[src/rtl/operand_stage.sv]
// Operand stage: resolves source operands with EX/MEM and WB bypass,
// stalls on RAW/load-use hazards and registers the result with valid/ready.
module operand_stage #(
    parameter int ADDR_NBW = 5,
    parameter int DATA_NBW = 32
) (
    input  logic                clk,
    input  logic                rst_async_n,
    input  logic                i_valid,
    output logic                o_ready,
    input  logic [ADDR_NBW-1:0] i_rs1_addr,
    input  logic [ADDR_NBW-1:0] i_rs2_addr,
    input  logic [ADDR_NBW-1:0] i_rd_addr,
    input  logic                i_rd_wr_en,
    input  logic                i_is_load,
    output logic [ADDR_NBW-1:0] o_rf_addr_1,
    output logic [ADDR_NBW-1:0] o_rf_addr_2,
    input  logic [DATA_NBW-1:0] i_rf_dt_1,
    input  logic [DATA_NBW-1:0] i_rf_dt_2,
    input  logic                i_exm_wr_en,
    input  logic                i_exm_is_load,
    input  logic [ADDR_NBW-1:0] i_exm_addr,
    input  logic [DATA_NBW-1:0] i_exm_dt,
    input  logic                i_wb_wr_en,
    input  logic [ADDR_NBW-1:0] i_wb_addr,
    input  logic [DATA_NBW-1:0] i_wb_dt,
    input  logic                i_flush,
    output logic                o_valid,
    input  logic                i_ready,
    output logic [DATA_NBW-1:0] o_rs1_dt,
    output logic [DATA_NBW-1:0] o_rs2_dt,
    output logic [ADDR_NBW-1:0] o_rd_addr,
    output logic                o_rd_wr_en,
    output logic                o_is_load
);

    logic                r_valid;
    logic [DATA_NBW-1:0] r_rs1_dt;
    logic [DATA_NBW-1:0] r_rs2_dt;
    logic [ADDR_NBW-1:0] r_rd_addr;
    logic                r_rd_wr_en;
    logic                r_is_load;

    logic                w_rs1_nz;
    logic                w_rs2_nz;
    logic [DATA_NBW-1:0] w_rs1_dt;
    logic [DATA_NBW-1:0] w_rs2_dt;
    logic                w_exm_fwd;
    logic                w_held_wr;
    logic                w_exm_ld;
    logic                w_hazard;
    logic                w_capture;

    assign o_rf_addr_1 = i_rs1_addr;
    assign o_rf_addr_2 = i_rs2_addr;

    assign w_rs1_nz  = (i_rs1_addr != '0);
    assign w_rs2_nz  = (i_rs2_addr != '0);
    // A load in EX/MEM has no data yet, so it never bypasses.
    assign w_exm_fwd = i_exm_wr_en && !i_exm_is_load;
    assign w_held_wr = r_valid && r_rd_wr_en;
    assign w_exm_ld  = i_exm_wr_en && i_exm_is_load;

    // rs1 bypass mux: x0, then EX/MEM, then WB, then register file
    always_comb begin
        w_rs1_dt = i_rf_dt_1;
        if (!w_rs1_nz)
            w_rs1_dt = '0;
        else if (w_exm_fwd && i_exm_addr == i_rs1_addr)
            w_rs1_dt = i_exm_dt;
        else if (i_wb_wr_en && i_wb_addr == i_rs1_addr)
            w_rs1_dt = i_wb_dt;
    end

    // rs2 bypass mux with the same priority as rs1
    always_comb begin
        w_rs2_dt = i_rf_dt_2;
        if (!w_rs2_nz)
            w_rs2_dt = '0;
        else if (w_exm_fwd && i_exm_addr == i_rs2_addr)
            w_rs2_dt = i_exm_dt;
        else if (i_wb_wr_en && i_wb_addr == i_rs2_addr)
            w_rs2_dt = i_wb_dt;
    end

    // Stall when a source depends on the held producer or an EX/MEM load
    always_comb begin
        w_hazard = 1'b0;
        if (i_valid) begin
            if (w_rs1_nz && w_held_wr && i_rs1_addr == r_rd_addr)
                w_hazard = 1'b1;
            if (w_rs2_nz && w_held_wr && i_rs2_addr == r_rd_addr)
                w_hazard = 1'b1;
            if (w_rs1_nz && w_exm_ld && i_rs1_addr == i_exm_addr)
                w_hazard = 1'b1;
            if (w_rs2_nz && w_exm_ld && i_rs2_addr == i_exm_addr)
                w_hazard = 1'b1;
        end
    end

    assign o_ready   = (!r_valid || i_ready) && !w_hazard && !i_flush;
    assign w_capture = i_valid && o_ready;

    // Output register: flush beats capture, capture beats drain, else hold
    always_ff @(posedge clk or negedge rst_async_n) begin
        if (!rst_async_n) begin
            r_valid    <= 1'b0;
            r_rs1_dt   <= '0;
            r_rs2_dt   <= '0;
            r_rd_addr  <= '0;
            r_rd_wr_en <= 1'b0;
            r_is_load  <= 1'b0;
        end else if (i_flush) begin
            r_valid <= 1'b0;
        end else if (w_capture) begin
            r_valid    <= 1'b1;
            r_rs1_dt   <= w_rs1_dt;
            r_rs2_dt   <= w_rs2_dt;
            r_rd_addr  <= i_rd_addr;
            r_rd_wr_en <= i_rd_wr_en;
            r_is_load  <= i_is_load;
        end else if (r_valid && i_ready) begin
            r_valid <= 1'b0;
        end
    end

    assign o_valid    = r_valid;
    assign o_rs1_dt   = r_rs1_dt;
    assign o_rs2_dt   = r_rs2_dt;
    assign o_rd_addr  = r_rd_addr;
    assign o_rd_wr_en = r_rd_wr_en;
    assign o_is_load  = r_is_load;

endmodule

[config.mk]
export PLATFORM = sky130hd
export DESIGN_NAME = operand_stage
export DESIGN_NICKNAME = d
export VERILOG_FILES = /design/src/rtl/operand_stage.sv
export SDC_FILE = /design/constraint.sdc
export NUM_CORES = 1
export LEC_CHECK = 0
export BUFFER_PORTS_ARGS = -buffer_cell sky130_fd_sc_hd__buf_4
export CAP_MARGIN = 25
export CORE_MARGIN = 3
export CORE_UTILIZATION = 48
export CTS_BUF_LIST = sky130_fd_sc_hd__clkbuf_4 sky130_fd_sc_hd__clkbuf_8
export DETAILED_ROUTE_END_ITERATION = 6
export PLACE_DENSITY_LB_ADDON = 0.12
export REMOVE_ABC_BUFFERS = 1
export SETUP_SLACK_MARGIN = 0.15
export SKIP_LAST_GASP = 1
export SYNTH_ARGS = -nofsm -noshare
export SYNTH_HDL_FRONTEND = slang
export SYNTH_SLANG_ARGS = --single-unit
[constraint.sdc]
create_clock -name clk -period 2 [get_ports clk]
set_input_delay 0.1 -clock clk [delete_from_list [all_inputs] [get_ports clk]]
set_output_delay 0.1 -clock clk [all_outputs]
set_load 0.03 [all_outputs]
==> metrics.cfg <==
[detailed_routing]
via_per_inst=5.69
postRouteAntennaNets=0
drc=0
wirelength_um=16600
first_iter_violations=301
drt_pass1_iterations=5
vias=5141
wire_per_inst_um=18.4

[worst_setup_path]
cp_top_family=simple AND/OR/NAND/NOR gates
critPathBufInv=1
path_cells=xor2_1 > nor4_1 > nand4_1 > and4_4 > nand4b_4 > buf_12 > mux2_1
worstSetupPathDepth=7
crit_fanout=14
worstPathRequired_ns=2.22
worstSetupEndpointType=flip-flop
reg2reg_from=o_rd_addr[4]
crit_slowest_cell=dfrtp_1
cp_slowest_stage_delay_ns=0.43
crit_start=o_rd_addr[4]
critPathLaunchType=flip-flop
worstPathArrival_ns=2.32
r2r_cells=7
crit_type=reg -> reg

[finish]
nNetsFinal=932
diodes=0
area_growth_pct=51.8
drive_gt1_frac=0.463

[global_routing]
grt_pass1_vias=5075
antenna_found_initial=0
grt_max_degree=65
grt_first_pass_wirelength_um=25100
grtUsageTotal=0.279
grt-ovfl-total=0

[clock_network]
htree_levels=3
clk_pin_slew_ns=0.08
clock_latency_ns=0.34
cts.sinks=72
numCtsBuffers=9
cts_root_buf=clkbuf_8
clk_path_buf_depth=2
cts_tree=yes

[sta]
hold_viol_final=0
worst_hold_slack_ns=0.0538
fin_ws_ns=-0.102
worst_slew_pin_slew_ns=0.419
finalCritPeriodShare=1.05
post-route-min-period_ns=2.10
fin_skew_ns=0.0114
rsz0062_at_grt=true
drv_slew=0
setup-tns-final_ns=-3.65
max_freq_mhz=476
worst_slew_margin_rel=0.721
setup_violations=47

[die]
floorplan.initialDensity=0.508
dieArea_um2=11200
core_um2=9460
boundaryPins=246
dieWidth_um=106
die_y_um=106
rows=35

[placed_design]
gp_congestion=0.848
dpl.hpwl_um=12100
io_buffer_count=245
pre_cts_slack_ns=-0.0735

[power_and_ir_drop]
ir_drop_mv=0.408
power_mw=5.92
p_leak_nw=3.72
p_per_area_nw_per_um2=812

[synthesis]
ys_warn_count=0
synthCells=518
synth_most_common_cell=nand2_1
yosys.area_share.simple=0.148
synth_top_area_share=0.375
synth_commonest_cells=132 x nand2_1, 72 x dfrtp_1, 64 x a31oi_1, 64 x o21ai_0, 55 x mux2_4
synth_edf_count=0
synth_xor_area_frac=0.0493
seq_area_frac_synth=0.375
async_reset_ff_frac=1.00
netlist_top_cells_area=dfrtp_1 38%, mux2_4 17%, nand2_1 10%
synth-adder-area-share=0
synthFlopType=dfrtp_1
postSynthAreaPerCell_um2=9.27
yosysTopAreaCell=dfrtp_1
synthMuxAreaShare=0.210
ys_ff_latch=72
yosysUniqueCellTypes=31
syn-cell-area_um2=4800
synth-compound-area-share=0.157
synth_top_family_by_area=multiplexers

[status]
status=complete, but fails checks
violations=negative setup slack

[run]
drv_cap=0

[worst_hold_path]
hold_start=i_valid
min_delay_path_depth=3
hp-class=in -> reg

-- cell families (layout without fill, tap and decap cells) --
family	after synthesis	in the layout
AO/OA/AOI/OAI	132	132
XOR/XNOR	27	27
buffers and inverters	53	308
flip-flops	72	72
multiplexers	71	71
AND/OR/NAND/NOR	163	164
-- registers in the layout, indices dropped and copies added, names as in the netlist --
register and count:
o_rs1_dt 32, o_rd_addr 5, o_rd_wr_en 1, o_rs2_dt 32, o_valid 1, o_is_load 1
-- per-layer routing --
layer | up-vias | routed length (um) | global-route usage
met3 | 33 | 1440 | 0.0528
met2 | 308 | 8560 | 0.491
met5 | - | 0 | 0
met1 | 2474 | 6310 | 0.340
met4 | 0 | 294 | 0.0999
li1 | 2326 | - | -
-- through the flow --
| step | util | instance area [um2] | std cells |
|---|---|---|---|
| floorplan | - | 4520 | 469 |
| global placement | 0.721 | 6820 | 873 |
| detailed placement | 0.721 | 6820 | 873 |
| CTS | 0.760 | 7190 | 899 |
| global route | 0.771 | 7290 | 903 |
| finish | 0.771 | 7290 | 903 |
-- what timing repair did --
item / in CTS / in global routing
pin swaps: 0 / 1
setup buffers: 1 / 1
resized for setup: 1 / 5
hold buffers: 9 / 0
endpoints found under the hold margin: 37 / 0
setup endpoints to repair: 72 / 72
gates cloned: 0 / 3
-- final cells by class --
class,count,area (um2)
well taps,129,161
clock inverters,5,129
multi-input cells,394,2730
clock buffers,11,139
flip-flops and latches,72,1800
fillers,666,2170
inverters,4,15.0
repair buffers,288,2310
-- cell usage in the layout, fill, tap and decap left out, types with 9 or more instances in the layout --
master         count
o21ai_0           64
buf_4            268
dfrtp_1           72
a31oi_1           64
mux2_1            15
nand2_1          132
clkbuf_8           9
dlygate4sd3_1      9
mux2_4            55
xor2_1            22
-- tightest hold or removal path, cell delays in order --
cell and delay, ns:
buf_4 0.14, nand2_1 0.06, a21oi_1 0.06
-- power breakdown --
group | switching, mW | leakage [nW] | internal [mW] | total, mW
registers | 0.212 | 0.852 | 1.76 | 1.97
clock network | 0.551 | 0.135 | 0.986 | 1.54
logic | 1.25 | 2.73 | 1.16 | 2.41
-- worst paths after layout --
kind | slack [ns] | endpoint
worst min-delay path | 0.05 | o_valid
worst min register to register | 0.51 | o_rs2_dt[1]
worst max register to register | -0.10 | o_rs2_dt[0]
min in group asynchronous | 0.23 | o_rs1_dt[30]
worst max-delay path | -0.10 | o_rs2_dt[0]
max in group asynchronous | 1.19 | o_rs1_dt[9]
Power figures use the tool's default switching activity.
